`config.mk`:
```
export PLATFORM = sky130hd
export DESIGN_NAME = voice_allocator
export DESIGN_NICKNAME = d
export VERILOG_FILES = /design/src/rtl/voice_allocator.sv
export SDC_FILE = /design/constraint.sdc
export NUM_CORES = 1
export LEC_CHECK = 0
export BUFFER_PORTS_ARGS = -buffer_cell sky130_fd_sc_hd__buf_2
export CORE_MARGIN = 2
export CORE_UTILIZATION = 30
export CTS_CLUSTER_DIAMETER = 200
export DETAILED_ROUTE_END_ITERATION = 8
export SETUP_SLACK_MARGIN = 0.02
export SKIP_LAST_GASP = 1
export SYNTH_ARGS = -nofsm -noshare
export SYNTH_HDL_FRONTEND = slang
export SYNTH_SLANG_ARGS = --single-unit
```
`constraint.sdc`:
```
create_clock -name clk_i -period 4.2 [get_ports clk_i]
set_input_delay 0.84 -clock clk_i [delete_from_list [all_inputs] [get_ports clk_i]]
set_output_delay 0.84 -clock clk_i [all_outputs]
set_load 0.02 [all_outputs]
```
`src/rtl/voice_allocator.sv`:
```
// Polyphonic voice allocator: free-voice-first allocation with oldest-voice stealing,
// plus a forced gate-low gap on steal/retrigger so each envelope sees a fresh rising edge.
module voice_allocator #(
   parameter int NUM_VOICES = 4,
   parameter int STEAL_GAP  = 2
) (
   input  logic                    clk_i,
   input  logic                    rst_ni,
   input  logic                    event_valid_i,
   output logic                    event_ready_o,
   input  logic                    event_on_i,
   input  logic [6:0]              event_note_i,
   input  logic                    all_off_i,
   output logic [7*NUM_VOICES-1:0] voice_note_o,
   output logic [NUM_VOICES-1:0]   voice_gate_o,
   output logic                    steal_pulse_o
);

   localparam int RW = $clog2(NUM_VOICES);
   typedef logic [RW-1:0] idx_t;

   typedef enum logic [1:0] {S_IDLE, S_DECIDE, S_GAP, S_COMMIT} state_t;

   typedef struct packed {
      logic       on;
      logic [6:0] note;
   } evt_t;

   state_t                          state_q, state_d;
   evt_t                            evt_q, evt_d;
   idx_t                            tgt_q, tgt_d;
   logic [3:0]                      cnt_q, cnt_d;
   logic [NUM_VOICES-1:0]           gate_q, gate_d;
   logic [NUM_VOICES-1:0][6:0]      note_q, note_d;
   logic [NUM_VOICES-1:0][RW-1:0]   rank_q, rank_d;
   logic                            ready_q, ready_d;
   logic                            steal_q, steal_d;

   // Voice lookup against the latched event
   logic                  match_any, free_any;
   idx_t                  match_idx, free_idx, oldest_idx, free_rank;
   logic [NUM_VOICES-1:0] off_mask;

   always_comb begin
      match_any  = 1'b0;
      match_idx  = '0;
      free_any   = 1'b0;
      free_idx   = '0;
      free_rank  = '0;
      oldest_idx = '0;
      off_mask   = '0;
      for (int i = 0; i < NUM_VOICES; i++) begin
         if (gate_q[i] && (note_q[i] == evt_q.note)) begin
            off_mask[i] = 1'b1;
            if (!match_any) begin
               match_any = 1'b1;
               match_idx = idx_t'(i);
            end
         end
         if (!gate_q[i] && (!free_any || (rank_q[i] < free_rank))) begin
            free_any  = 1'b1;
            free_idx  = idx_t'(i);
            free_rank = rank_q[i];
         end
         if (rank_q[i] == '0) oldest_idx = idx_t'(i);
      end
   end

   always_ff @(posedge clk_i or negedge rst_ni) begin
      if (!rst_ni) state_q <= S_IDLE;
      else         state_q <= state_d;
   end

   always_comb begin
      state_d = state_q;
      evt_d   = evt_q;
      tgt_d   = tgt_q;
      cnt_d   = cnt_q;
      if (all_off_i) begin
         state_d = S_IDLE;
      end else begin
         case (state_q)
            S_IDLE: begin
               if (event_valid_i && ready_q) begin
                  evt_d   = '{on: event_on_i, note: event_note_i};
                  state_d = S_DECIDE;
               end
            end
            S_DECIDE: begin
               if (!evt_q.on) begin
                  state_d = S_IDLE;
               end else if (match_any) begin
                  tgt_d   = match_idx;
                  cnt_d   = 4'(STEAL_GAP - 1);
                  state_d = S_GAP;
               end else if (free_any) begin
                  tgt_d   = free_idx;
                  state_d = S_COMMIT;
               end else begin
                  tgt_d   = oldest_idx;
                  cnt_d   = 4'(STEAL_GAP - 1);
                  state_d = S_GAP;
               end
            end
            S_GAP: begin
               if (cnt_q == '0) state_d = S_COMMIT;
               else             cnt_d   = cnt_q - 4'd1;
            end
            S_COMMIT: state_d = S_IDLE;
            default:  state_d = S_IDLE;
         endcase
      end
   end

   always_comb begin
      gate_d  = gate_q;
      note_d  = note_q;
      rank_d  = rank_q;
      steal_d = 1'b0;
      ready_d = (state_d == S_IDLE);
      if (all_off_i) begin
         gate_d = '0;
      end else begin
         case (state_q)
            S_DECIDE: begin
               if (!evt_q.on) begin
                  gate_d = gate_q & ~off_mask;
               end else if (match_any) begin
                  gate_d[match_idx] = 1'b0;
               end else if (!free_any) begin
                  gate_d[oldest_idx] = 1'b0;
                  steal_d            = 1'b1;
               end
            end
            S_COMMIT: begin
               note_d[tgt_q] = evt_q.note;
               gate_d[tgt_q] = 1'b1;
               // Target becomes most recent; everything above its old slot shifts down
               for (int i = 0; i < NUM_VOICES; i++) begin
                  if (idx_t'(i) == tgt_q)           rank_d[i] = idx_t'(NUM_VOICES - 1);
                  else if (rank_q[i] > rank_q[tgt_q]) rank_d[i] = rank_q[i] - idx_t'(1);
               end
            end
            default: ;
         endcase
      end
   end

   always_ff @(posedge clk_i or negedge rst_ni) begin
      if (!rst_ni) begin
         evt_q   <= '0;
         tgt_q   <= '0;
         cnt_q   <= '0;
         gate_q  <= '0;
         note_q  <= '0;
         ready_q <= 1'b0;
         steal_q <= 1'b0;
         for (int i = 0; i < NUM_VOICES; i++) rank_q[i] <= idx_t'(i);
      end else begin
         evt_q   <= evt_d;
         tgt_q   <= tgt_d;
         cnt_q   <= cnt_d;
         gate_q  <= gate_d;
         note_q  <= note_d;
         rank_q  <= rank_d;
         ready_q <= ready_d;
         steal_q <= steal_d;
      end
   end

   assign event_ready_o = ready_q;
   assign voice_note_o  = note_q;
   assign voice_gate_o  = gate_q;
   assign steal_pulse_o = steal_q;

endmodule

```
Word level (Yosys, flattened, before mapping)
Index checks and enable logic that the tools add are counted.
{"block": "word_totals", "regBits": 58, "inputBits": 12, "out_inout_bits": 34}
{"block": "classes", "add_sub_neg": 5, "order_cmp": 13, "eq_ne": 14, "muxes": 69, "n_bitwise": 8, "n_reduce_logical": 41}
{"cell": "$mux W2", "count": 26}
{"cell": "$mux W4", "count": 8}
{"cell": "$bwmux W28", "count": 1}
{"cell": "$eq A7 B7 Y1", "count": 4}
{"cell": "$mux W1", "count": 25}
{"cell": "$reduce_and A3 Y1", "count": 6}
{"cell": "$pmux W4 S2", "count": 2}
{"cell": "$demux W7 S2", "count": 1}
{"cell": "$and A4 B4 Y4", "count": 3}
{"cell": "$logic_not A2 Y1", "count": 6}
{"cell": "$not A4 Y4", "count": 3}
{"cell": "$logic_and A1 B1 Y1", "count": 11}
{"cell": "$reduce_bool A2 Y1", "count": 5}
{"cell": "$lt A2 B3 Y1 const B", "count": 3}
{"cell": "$gt A2 B2 Y1", "count": 4}
{"cell": "$pmux W2 S4", "count": 1}
{"cell": "$sub A2 B1 Y2 const B", "count": 4}
{"cell": "$mux W7", "count": 1}
{"cell": "$demux W1 S2", "count": 3}
{"cell": "$ge A2 B1 Y1 const B", "count": 3}
{"cell": "$lt A2 B2 Y1", "count": 3}
{"cell": "$logic_not A1 Y1", "count": 5}
{"cell": "$ne A5 B5 Y1 const B", "count": 1}
{"cell": "$reduce_and A5 Y1", "count": 1}
{"cell": "14 further kinds", "count": 20}

Depth between registers and ports, before layout
Gate-level depths: netlist (run 1).
{"block": "logic_depth", "word_depth": 19, "mapped_depth": 18, "depth_no_buf": 17}

Worst setup path after synthesis (run 1)
Ideal clock, no wire load.
{"block": "synth_timing", "path_kind": "reg2reg", "startpoint": "register gate_q[0] (netlist: voice_gate_o[0])", "endpoint": "register tgt_q[1]", "setup_time_ps": 129, "arrival_time_ps": 3208, "required_time_ps": 4071, "setup_slack_ps": 863, "path_stages_with_launch": 18, "n_path_buf": 1, "synth_period_minus_slack_ps": 3337, "path_cell_list": "dfrtp_1 > buf_6 > inv_1 > nand2_1 > ha_1 > a21oi_1 > o21bai_1 > nor2_1 > a31oi_1 > ha_1 > o21ai_1 > a21boi_1 > nor2_1 > mux2_2 > ha_1 > o21ai_0 > o21a_1 > o41a_1"}
{"block": "synth_between", "elab_chain_cells": 15, "word_cells_on_any_way": 31, "classes_between": "3 x order compare; 19 x mux; 9 x reduce/logical"}
{"item": "start: declaration", "line_no": "33", "text": "logic [NUM_VOICES-1:0] gate_q, gate_d;"}
{"item": "start signal: assignment", "line_no": "163", "text": "gate_q <= gate_d;"}
{"item": "$mux W2", "line_no": "60", "text": "if (!gate_q[i] && (!free_any || (rank_q[i] < free_rank))) begin"}
{"item": "$lt A2 B2 Y1", "line_no": "60"}
{"item": "$logic_or A1 B1 Y1", "line_no": "60"}
{"item": "$logic_and A1 B1 Y1", "line_no": "60"}
{"item": "$mux W2 or $mux W1 (tied branches)", "line_no": "60"}
{"item": "$lt A2 B2 Y1 or $logic_not A1 Y1 (tied branches)", "line_no": "60"}
{"item": "$logic_or A1 B1 Y1", "line_no": "60"}
{"item": "$logic_and A1 B1 Y1", "line_no": "60"}
{"item": "$mux W2 or $mux W1 (tied branches)", "line_no": "60"}
{"item": "$lt A2 B2 Y1 or $logic_not A1 Y1 (tied branches)", "line_no": "60"}
{"item": "$logic_or A1 B1 Y1", "line_no": "60"}
{"item": "$logic_and A1 B1 Y1", "line_no": "60"}
{"item": "$mux W2 or $mux W1 (tied branches)", "line_no": "60"}
{"item": "$mux W2", "line_no": "96", "text": "end else if (free_any) begin"}
{"item": "$mux W2 (*)", "line_no": "92", "text": "end else if (match_any) begin"}
{"item": "end signal: assignment", "line_no": "161", "text": "tgt_q <= tgt_d;"}
{"item": "end: declaration", "line_no": "31", "text": "idx_t tgt_q, tgt_d;"}
Every way passes the cells marked *; elsewhere a longest branch is shown, timed or not.
A chain may end at the register's enable or synchronous reset.

Worst setup path after layout (run 1)
{"block": "layout_timing", "startpoint": "register gate_q[0] (netlist: voice_gate_o[0])", "endpoint": "register tgt_q[0]"}
The elaborated chain is that of the path after synthesis.

==> results of run 1 <==
[final cells by class]
class                      instances  area [µm²]
clock buffer                      11         243
clock inverter                     5        53.8
fill                            1200        7340
inverter                          18        67.6
multi-input combinational        234        1840
sequential                        58        1460
tap                              143         179
timing repair buffer              47         240
[how the worst max path moves through the flow]
stage                               start  endpoint  cells after the start
after floorplan           voice_gate_o[0]  tgt_q[1]                     17
after global placement    voice_gate_o[0]  tgt_q[0]                     17
after detailed placement  voice_gate_o[0]  tgt_q[0]                     17
after CTS                 voice_gate_o[0]  tgt_q[0]                     17
after global routing      voice_gate_o[0]  tgt_q[0]                     17
final                     voice_gate_o[0]  tgt_q[0]                     17
[kinds of logic (layout without fill, tap and decap cells)]
group / after synthesis / after routing / synth area share
XOR/XNOR: 30 / 30 / 0.0770
buffers and inverters: 35 / 81 / 0.0613
AO/OA/AOI/OAI: 63 / 63 / 0.119
flip-flops: 58 / 58 / 0.415
adder cells (fa/ha/maj): 16 / 16 / 0.0570
multiplexers: 41 / 41 / 0.138
AND/OR/NAND/NOR: 84 / 84 / 0.133
[metrics by stage]
step                cells  power, mW  setup slack (ns)   util
finish                516       2.71             0.618  0.357
global placement      500       1.96             0.774  0.331
CTS                   516       2.72             0.629  0.357
floorplan             327       1.77             0.863      -
global route          516       2.90             0.276  0.357
detailed placement    500       1.99             0.625  0.331
[layer usage]
layer,GRT usage,part of all wire
met4,0.0545,0.018
met1,0.183,0.47
met5,0,0
met2,0.224,0.48
met3,0.0243,0.030
[sequential cells by signal (all words and copies together), names as in the netlist]
| signal | flops |
|---|---|
| cnt_q | 4 |
| event_ready_o | 1 |
| evt_q | 8 |
| rank_q | 8 |
| state_q | 2 |
| steal_pulse_o | 1 |
| tgt_q | 2 |
| voice_gate_o | 4 |
| voice_note_o | 28 |
[synthesized netlist by cell type, drive strengths merged, types with 2 or more instances]
library cell / instances / area, µm²
a211oi: 3 / 22.5
a31oi: 6 / 37.5
and2: 3 / 21.3
or3: 2 / 12.5
nor2b: 3 / 18.8
buf: 12 / 98.8
and4: 2 / 17.5
clkbuf: 5 / 48.8
xnor2: 16 / 140
o21a: 2 / 15.0
inv: 18 / 67.6
nand4: 8 / 56.3
nor4: 4 / 43.8
nand3b: 2 / 15.0
nand2: 16 / 62.6
a22oi: 2 / 15.0
o21ai: 15 / 78.8
a21oi: 20 / 108
xor2: 14 / 130
a311oi: 2 / 17.5
dfstp: 4 / 105
dfrtp: 54 / 1350
nor2: 27 / 114
mux4: 2 / 45.0
nand3: 7 / 35.0
nor3b: 2 / 15.0
mux2: 39 / 439
nand2b: 2 / 15.0
ha: 16 / 200
nor3: 3 / 15.0
[power groups by stage]
| stage | Sequential, mW | Combinational [mW] | Clock [mW] |
|---|---|---|---|
| 3_5_place_dp | 1.00 | 0.985 | 0 |
| 2_1_floorplan | 0.892 | 0.880 | 0 |
| 4_1_cts | 0.993 | 0.990 | 0.739 |
| 5_1_grt | 1.03 | 1.11 | 0.765 |
| 3_3_place_gp | 0.997 | 0.960 | 0 |
| 6_report | 0.990 | 0.986 | 0.730 |
[critical path, delay by kind of cell, from the launching register on]
| family | cells | cell delay (ns) |
|---|---|---|
| AO/OA/AOI/OAI | 8 | 1.07 |
| adder cells (fa/ha/maj) | 3 | 0.84 |
| AND/OR/NAND/NOR | 4 | 0.58 |
| flip-flops | 1 | 0.47 |
| multiplexers | 1 | 0.35 |
| buffers and inverters | 1 | 0.14 |
==> flow_summary.json, run 1 <==
{
  "start_util": 0.307,
  "p_int_mw": 1.66,
  "dp.final_hpwl_um": 6210,
  "final_cell_mix": "dfrtp_1, buf_2, mux2_2, nor2_1",
  "worstSkewPairLatency_ns": 0.33,
  "routed_wl_um": 8320,
  "skew_ns": 0.00958,
  "antenna_cells": 0,
  "pwr-share-comb": 0.364,
  "numCtsBuffers": 9,
  "die_h_um": 112,
  "synth-async-reset-ratio": 1.00,
  "r2r_end": "tgt_q[0]",
  "synth_edf_count": 0,
  "yosys_warnings": 0,
  "grt-ovfl-total": 0,
  "regToRegStartpoint": "voice_gate_o[0]",
  "grtUsageTotal": 0.138,
  "cts.sink_count": 58,
  "antenna_found_initial": 0,
  "r2r_setup_slack_ns": 0.62,
  "holdBufCountCts": 0,
  "area_growth_pct": 16.2,
  "grt_pass1_vias": 2662,
  "end_kind": "register",
  "cp_max_fo": 9,
  "finalCriticalPeriod_ns": 3.58,
  "rsz0062_at_grt": "false",
  "reg2reg_depth": 17,
  "setup_viol_count_final": 0,
  "die_w_um": 112,
  "worst-slew-pin-transition_ns": 0.670,
  "htreeDepth": 3,
  "cts_tree": "yes",
  "drt_drc_violations_left": 0,
  "power_density_mw_per_mm2": 664,
  "seqPwrFrac": 0.366,
  "grt_pass1_wl_um": 13900,
  "post_dp_cell_area_mm2": 0.00378,
  "hp-start": "rank_q[6]",
  "max_freq_ghz": 0.279,
  "cts_root_buffer": "clkbuf_16",
  "grt_max_degree": 31,
  "post-route-period-util": 0.853,
  "hold_path_end": "rank_q[6]",
  "worstSetupStartpointType": "register",
  "ys_types": 61,
  "vias_per_cell": 5.09,
  "ant_nets": 0,
  "place.gp.congestion": 0.914,
  "whs_path_depth": 2,
  "num_rows": 39,
  "slowest_stage": "dfrtp_1",
  "cts_setup_buffers": 0,
  "vias": 2626,
  "required_ns": 4.40,
  "path_cells": "inv_1, nand2_1, ha_1, a21oi_1, o21bai_1, nor2_1, a31oi_1, ha_1, o21ai_1, a21boi_1, nor2_1, mux2_2, ha_1, o21ai_0, o21a_1, nor4b_1, o21ai_1",
  "portBuffers": 45,
  "path_common_cell": "ha_1",
  "p_leak_nw": 1.86,
  "layout-drive-gt1-share": 0.335,
  "syn-num-nets": 355,
  "routedWlPerCell_um": 16.1,
  "stdcell_area_mm2": 0.00408,
  "synthFlopType": "dfrtp_1",
  "cts_resized": 0,
  "hp-class": "register to register",
  "yosys_register_bits": 58,
  "cp.arrival_ns": 3.78,
  "path_clk_slew_ns": 0.05,
  "p_sw_frac": 0.388,
  "hold_viol_final": 0,
  "slowest_delay_ns": 0.47,
  "ys_seq_area_frac": 0.415,
  "layout_commonest_cell": "dfrtp_1",
  "coreArea_mm2": 0.0114,
  "fin_hold_ws_ns": 0.509,
  "slew_viol_final": 0,
  "avgSynthCellArea_um2": 10.7,
  "maxCapViolations": 0,
  "nets": 396,
  "synthCells": 327,
  "syn_area_mm2": 0.00351,
  "clockPowerShare": 0.270,
  "dr.pass1.iters": 4,
  "cts_buffer_depth": 2,
  "setup-tns-final_ns": 0,
  "status": "completed",
  "ir_worst_vdd_mv": 0.438,
  "p_switching_mw": 1.05,
  "maxSlewHeadroom": 0.554,
  "drt_first_iter_violations": 124,
  "ios": 46,
  "crit_type": "register to register",
  "dieArea_mm2": 0.0126
}
No activity file was read; power rests on OpenSTA's default activity.
==> inputs of run 2 (changes only) <==
CORE_UTILIZATION = 58   (was 30)
PLACE_DENSITY_LB_ADDON = 0.25   (was not set)
clock period = 4 ns   (was 4.2 ns; I/O delays follow)
==> flow_summary.json, run 2 (synthesis results as in run 1) <==
{
  "pwr-share-comb": 0.383,
  "die_h_um": 81.8,
  "fin_hold_ws_ns": 0.508,
  "clockPowerShare": 0.237,
  "crit_type": "register to register",
  "cts_resized": 0,
  "vias": 2598,
  "cts_tree": "yes",
  "p_leak_nw": 1.82,
  "worstSetupStartpointType": "register",
  "nets": 395,
  "hold_viol_final": 0,
  "grt_pass1_vias": 2480,
  "cts.sink_count": 58,
  "post-route-period-util": 0.929,
  "drt_first_iter_violations": 301,
  "worstSkewPairLatency_ns": 0.34,
  "ir_worst_vdd_mv": 0.493,
  "largest_reg_flops": 28,
  "slew_viol_final": 0,
  "end_kind": "register",
  "layout_commonest_cell": "dfrtp_1",
  "cts_buffer_depth": 2,
  "antenna_cells": 0,
  "path_common_cell": "ha_1",
  "grt-ovfl-total": 0,
  "grtUsageTotal": 0.245,
  "vias_per_cell": 5.81,
  "area_growth_pct": 11.9,
  "drt_drc_violations_left": 0,
  "ios": 46,
  "p_switching_mw": 1.06,
  "slowest_stage": "dfrtp_1",
  "routed_wl_um": 7500,
  "grt_max_degree": 36,
  "slowest_delay_ns": 0.48,
  "power_density_mw_per_mm2": 691,
  "path_cells": "inv_1, nand2_1, ha_1, a21oi_1, o21bai_1, nor2_1, a31oi_1, ha_1, o21ai_1, a21boi_1, nor2_1, mux2_2, ha_1, o21ai_0, o21a_1, o41a_1",
  "numCtsBuffers": 9,
  "status": "completed",
  "maxCapViolations": 0,
  "finalCriticalPeriod_ns": 3.72,
  "cts_setup_buffers": 0,
  "setup_viol_count_final": 0,
  "num_rows": 28,
  "dp.final_hpwl_um": 5510,
  "max_freq_ghz": 0.269,
  "p_sw_frac": 0.390,
  "maxSlewHeadroom": 0.265,
  "cp_max_fo": 9,
  "cp.arrival_ns": 3.93,
  "holdBufCountCts": 0,
  "worst-slew-pin-transition_ns": 1.09,
  "dieArea_mm2": 0.00669,
  "hp-class": "register to register",
  "skew_ns": 0.00652,
  "required_ns": 4.21,
  "path_clk_slew_ns": 0.07,
  "grt_pass1_wl_um": 12200,
  "dr.pass1.iters": 4,
  "portBuffers": 45,
  "ant_nets": 0,
  "final_cell_mix": "dfrtp_1, buf_2, mux2_2, nor2_1",
  "layout-drive-gt1-share": 0.333,
  "place.gp.congestion": 0.914,
  "cts_root_buffer": "clkbuf_8",
  "coreArea_mm2": 0.00589,
  "routedWlPerCell_um": 16.8,
  "antenna_found_initial": 0,
  "start_util": 0.596,
  "p_int_mw": 1.66,
  "die_w_um": 81.8,
  "setup-tns-final_ns": 0,
  "rsz0062_at_grt": "false",
  "htreeDepth": 3,
  "seqPwrFrac": 0.380
}
-- run 2: through the flow --
step	cells	total power, mW	setup WS [ns]	area [µm²]	utilization
CTS	447	2.72	0.286	3920	0.666
detailed placement	431	2.07	0.393	3690	0.627
floorplan	327	1.86	0.663	3510	-
global placement	431	2.02	0.618	3690	0.627
finish	447	2.72	0.284	3930	0.668
global route	447	2.90	0.0410	3930	0.668
-- run 2: power by group through the flow --
stage          clock network (mW)  registers [mW]  logic (mW)
3_3_place_gp                    0            1.03       0.983
5_1_grt                     0.679            1.07        1.16
3_5_place_dp                    0            1.05        1.03
4_1_cts                     0.650            1.03        1.04
2_1_floorplan                   0           0.936       0.924
6_report                    0.644            1.03        1.04
-- run 2: layout make-up --
cell class	instances	area, µm²
clock buffer	11	131
clock inverter	5	103
fill	479	1960
inverter	18	67.6
multi-input combinational	234	1840
sequential	58	1460
tap	75	93.8
timing repair buffer	46	233
-- run 2: final timing paths --
check | start | endpoint | slack (ns) | cells past startpoint
max reg2reg | voice_gate_o[0] | tgt_q[1] | 0.28 | 16
min | rank_q[6] | rank_q[6] | 0.51 | 2
max | voice_gate_o[0] | tgt_q[1] | 0.28 | 16
min in group asynchronous | rst_ni | rank_q[1] | 0.55 | 1
max in group asynchronous | rst_ni | state_q[1] | 2.62 | 2
min reg2reg | rank_q[6] | rank_q[6] | 0.51 | 2
-- run 2: routing by layer --
metal  GRT usage  wire length, µm
met2       0.391             3690
met5           0                0
met1       0.333             3230
met4      0.0750              148
met3      0.0604              431
-- run 2: worst max-delay path, delay by kind of cell (launching register included) --
family	cells	cell delay [ns]
buffers and inverters	1	0.15
and+or+nand+nor	3	0.31
AOI/OAI and AO/OA	8	1.44
DFF	1	0.48
muxes	1	0.36
adders and majority gates	3	0.85
==> inputs of run 3 (changes only) <==
MAX_ROUTING_LAYER = met4   (was not set)
==> flow_summary.json, run 3 (synthesis results as in run 1) <==
{
  "cts_resized": 0,
  "r2r_setup_slack_ns": 0.41,
  "die_h_um": 81.8,
  "antenna_cells": 0,
  "cts_root_buffer": "clkbuf_8",
  "place_inst": 431,
  "final_cell_mix": "dfrtp_1, buf_2, mux2_2, nor2_1",
  "largest_reg_flops": 28,
  "routed_wl_um": 7470,
  "cp_max_fo": 9,
  "max_freq_ghz": 0.278,
  "portBuffers": 45,
  "area_growth_pct": 11.0,
  "holdBufCountCts": 0,
  "antenna_found_initial": 0,
  "crit_type": "register to register",
  "utilization": 0.662,
  "path_clk_slew_ns": 0.06,
  "worst-slew-pin-transition_ns": 1.00,
  "grt-ovfl-total": 0,
  "hold_viol_final": 0,
  "hp-class": "input port to async pin",
  "coreArea_mm2": 0.00589,
  "cts_buffer_depth": 2,
  "rsz0062_at_grt": "false",
  "ios": 46,
  "cts_tree": "yes",
  "grt_pass1_vias": 2454,
  "dr.pass1.iters": 5,
  "dieArea_mm2": 0.00669,
  "nets": 395,
  "ant_nets": 0,
  "grt-busiest-layer": "met2",
  "grt_use_met3": 0.0505,
  "worstSetupStartpointType": "register",
  "cts_setup_buffers": 0,
  "fin_ws_ns": 0.409,
  "status": "completed",
  "ir_worst_vdd_mv": 0.502,
  "place.gp.congestion": 0.912,
  "num_rows": 28,
  "finalCriticalPeriod_ns": 3.59,
  "drt_drc_violations_left": 0,
  "vias": 2620,
  "slew_viol_final": 0,
  "p_leak_nw": 1.80,
  "reg2reg_depth": 16,
  "post-route-period-util": 0.898,
  "required_ns": 4.21,
  "post-place-ws_ns": 0.458,
  "grtUsageTotal": 0.248,
  "fin_hold_ws_ns": 0.460,
  "r2r_end": "tgt_q[1]",
  "vias_per_cell": 5.87,
  "maxCapViolations": 0,
  "drt_first_iter_violations": 197,
  "setup_viol_count_final": 0,
  "layoutNonFillerInstCount": 446,
  "worstSkewPairLatency_ns": 0.34,
  "gr-usage-met1": 0.329,
  "die_w_um": 81.8,
  "routedWlPerCell_um": 16.7,
  "numCtsBuffers": 9,
  "grt_max_degree": 35,
  "setup-tns-final_ns": 0,
  "layout-drive-gt1-share": 0.332,
  "htreeDepth": 3,
  "met2_usage": 0.385,
  "end_kind": "register",
  "cp.arrival_ns": 3.80,
  "skew_ns": 0.00859,
  "grt_pass1_wl_um": 12100,
  "regToRegStartpoint": "voice_gate_o[0]",
  "cts.sink_count": 58,
  "maxSlewHeadroom": 0.324,
  "layout_commonest_cell": "dfrtp_1",
  "power_density_mw_per_mm2": 677,
  "start_util": 0.596,
  "dp.final_hpwl_um": 5460
}
## run 3: changes by cell type in the layout (fill, tap and decap cells not counted)
cell / before / now
nor4b_2: 1 / 0
bufinv_16: 3 / 2
clkinvlp_4: 1 / 2
clkbuf_1: 2 / 1
nor4b_1: 0 / 1
## run 3: layout make-up
cell class	instances	area, µm²
repair buffers	46	233
multi-input cells	234	1840
well taps	75	93.8
flip-flops and latches	58	1460
clock inverters	5	80.1
inverters	18	67.6
fillers	477	1990
clock buffers	10	128
## run 3: how the worst max path moves through the flow
stage | cells past startpoint | to | start
6_report | 16 | tgt_q[1] | voice_gate_o[0]
5_1_grt | 17 | tgt_q[0] | voice_gate_o[0]
4_1_cts | 16 | tgt_q[1] | voice_gate_o[0]
3_5_place_dp | 17 | tgt_q[0] | voice_gate_o[0]
3_3_place_gp | 17 | tgt_q[0] | voice_gate_o[0]
2_1_floorplan | 17 | tgt_q[1] | voice_gate_o[0]
## run 3: worst max-delay path, cell delays in order, from the launching register on
cell      delay [ns]
dfrtp_1         0.48
inv_1           0.13
nand2_1         0.06
ha_1            0.30
a21oi_1         0.07
o21bai_1        0.21
nor2_1          0.06
a31oi_1         0.22
ha_1            0.29
o21ai_1         0.11
a21boi_1        0.09
nor2_1          0.14
mux2_2          0.36
ha_1            0.27
o21ai_0         0.08
o21a_1          0.22
o41a_1          0.37
## run 3: layer usage
layer  wire length, µm  vias up
met5                 0        -
met4               114        0
met3               399        9
met2              3590       89
met1              3360     1274
li1                  -     1248
## run 3: power breakdown
part | internal (mW) | switching [mW] | leakage, nW | total, mW
logic | 0.488 | 0.534 | 0.943 | 1.02
registers | 0.750 | 0.285 | 0.758 | 1.03
clock network | 0.346 | 0.234 | 0.0984 | 0.580
## run 3: metrics by stage
stage | total power [mW] | area (µm²)
CTS | 2.65 | 3900
finish | 2.64 | 3900
global placement | 2.02 | 3690
detailed placement | 2.06 | 3690
global route | 2.82 | 3900
floorplan | 1.86 | 3510
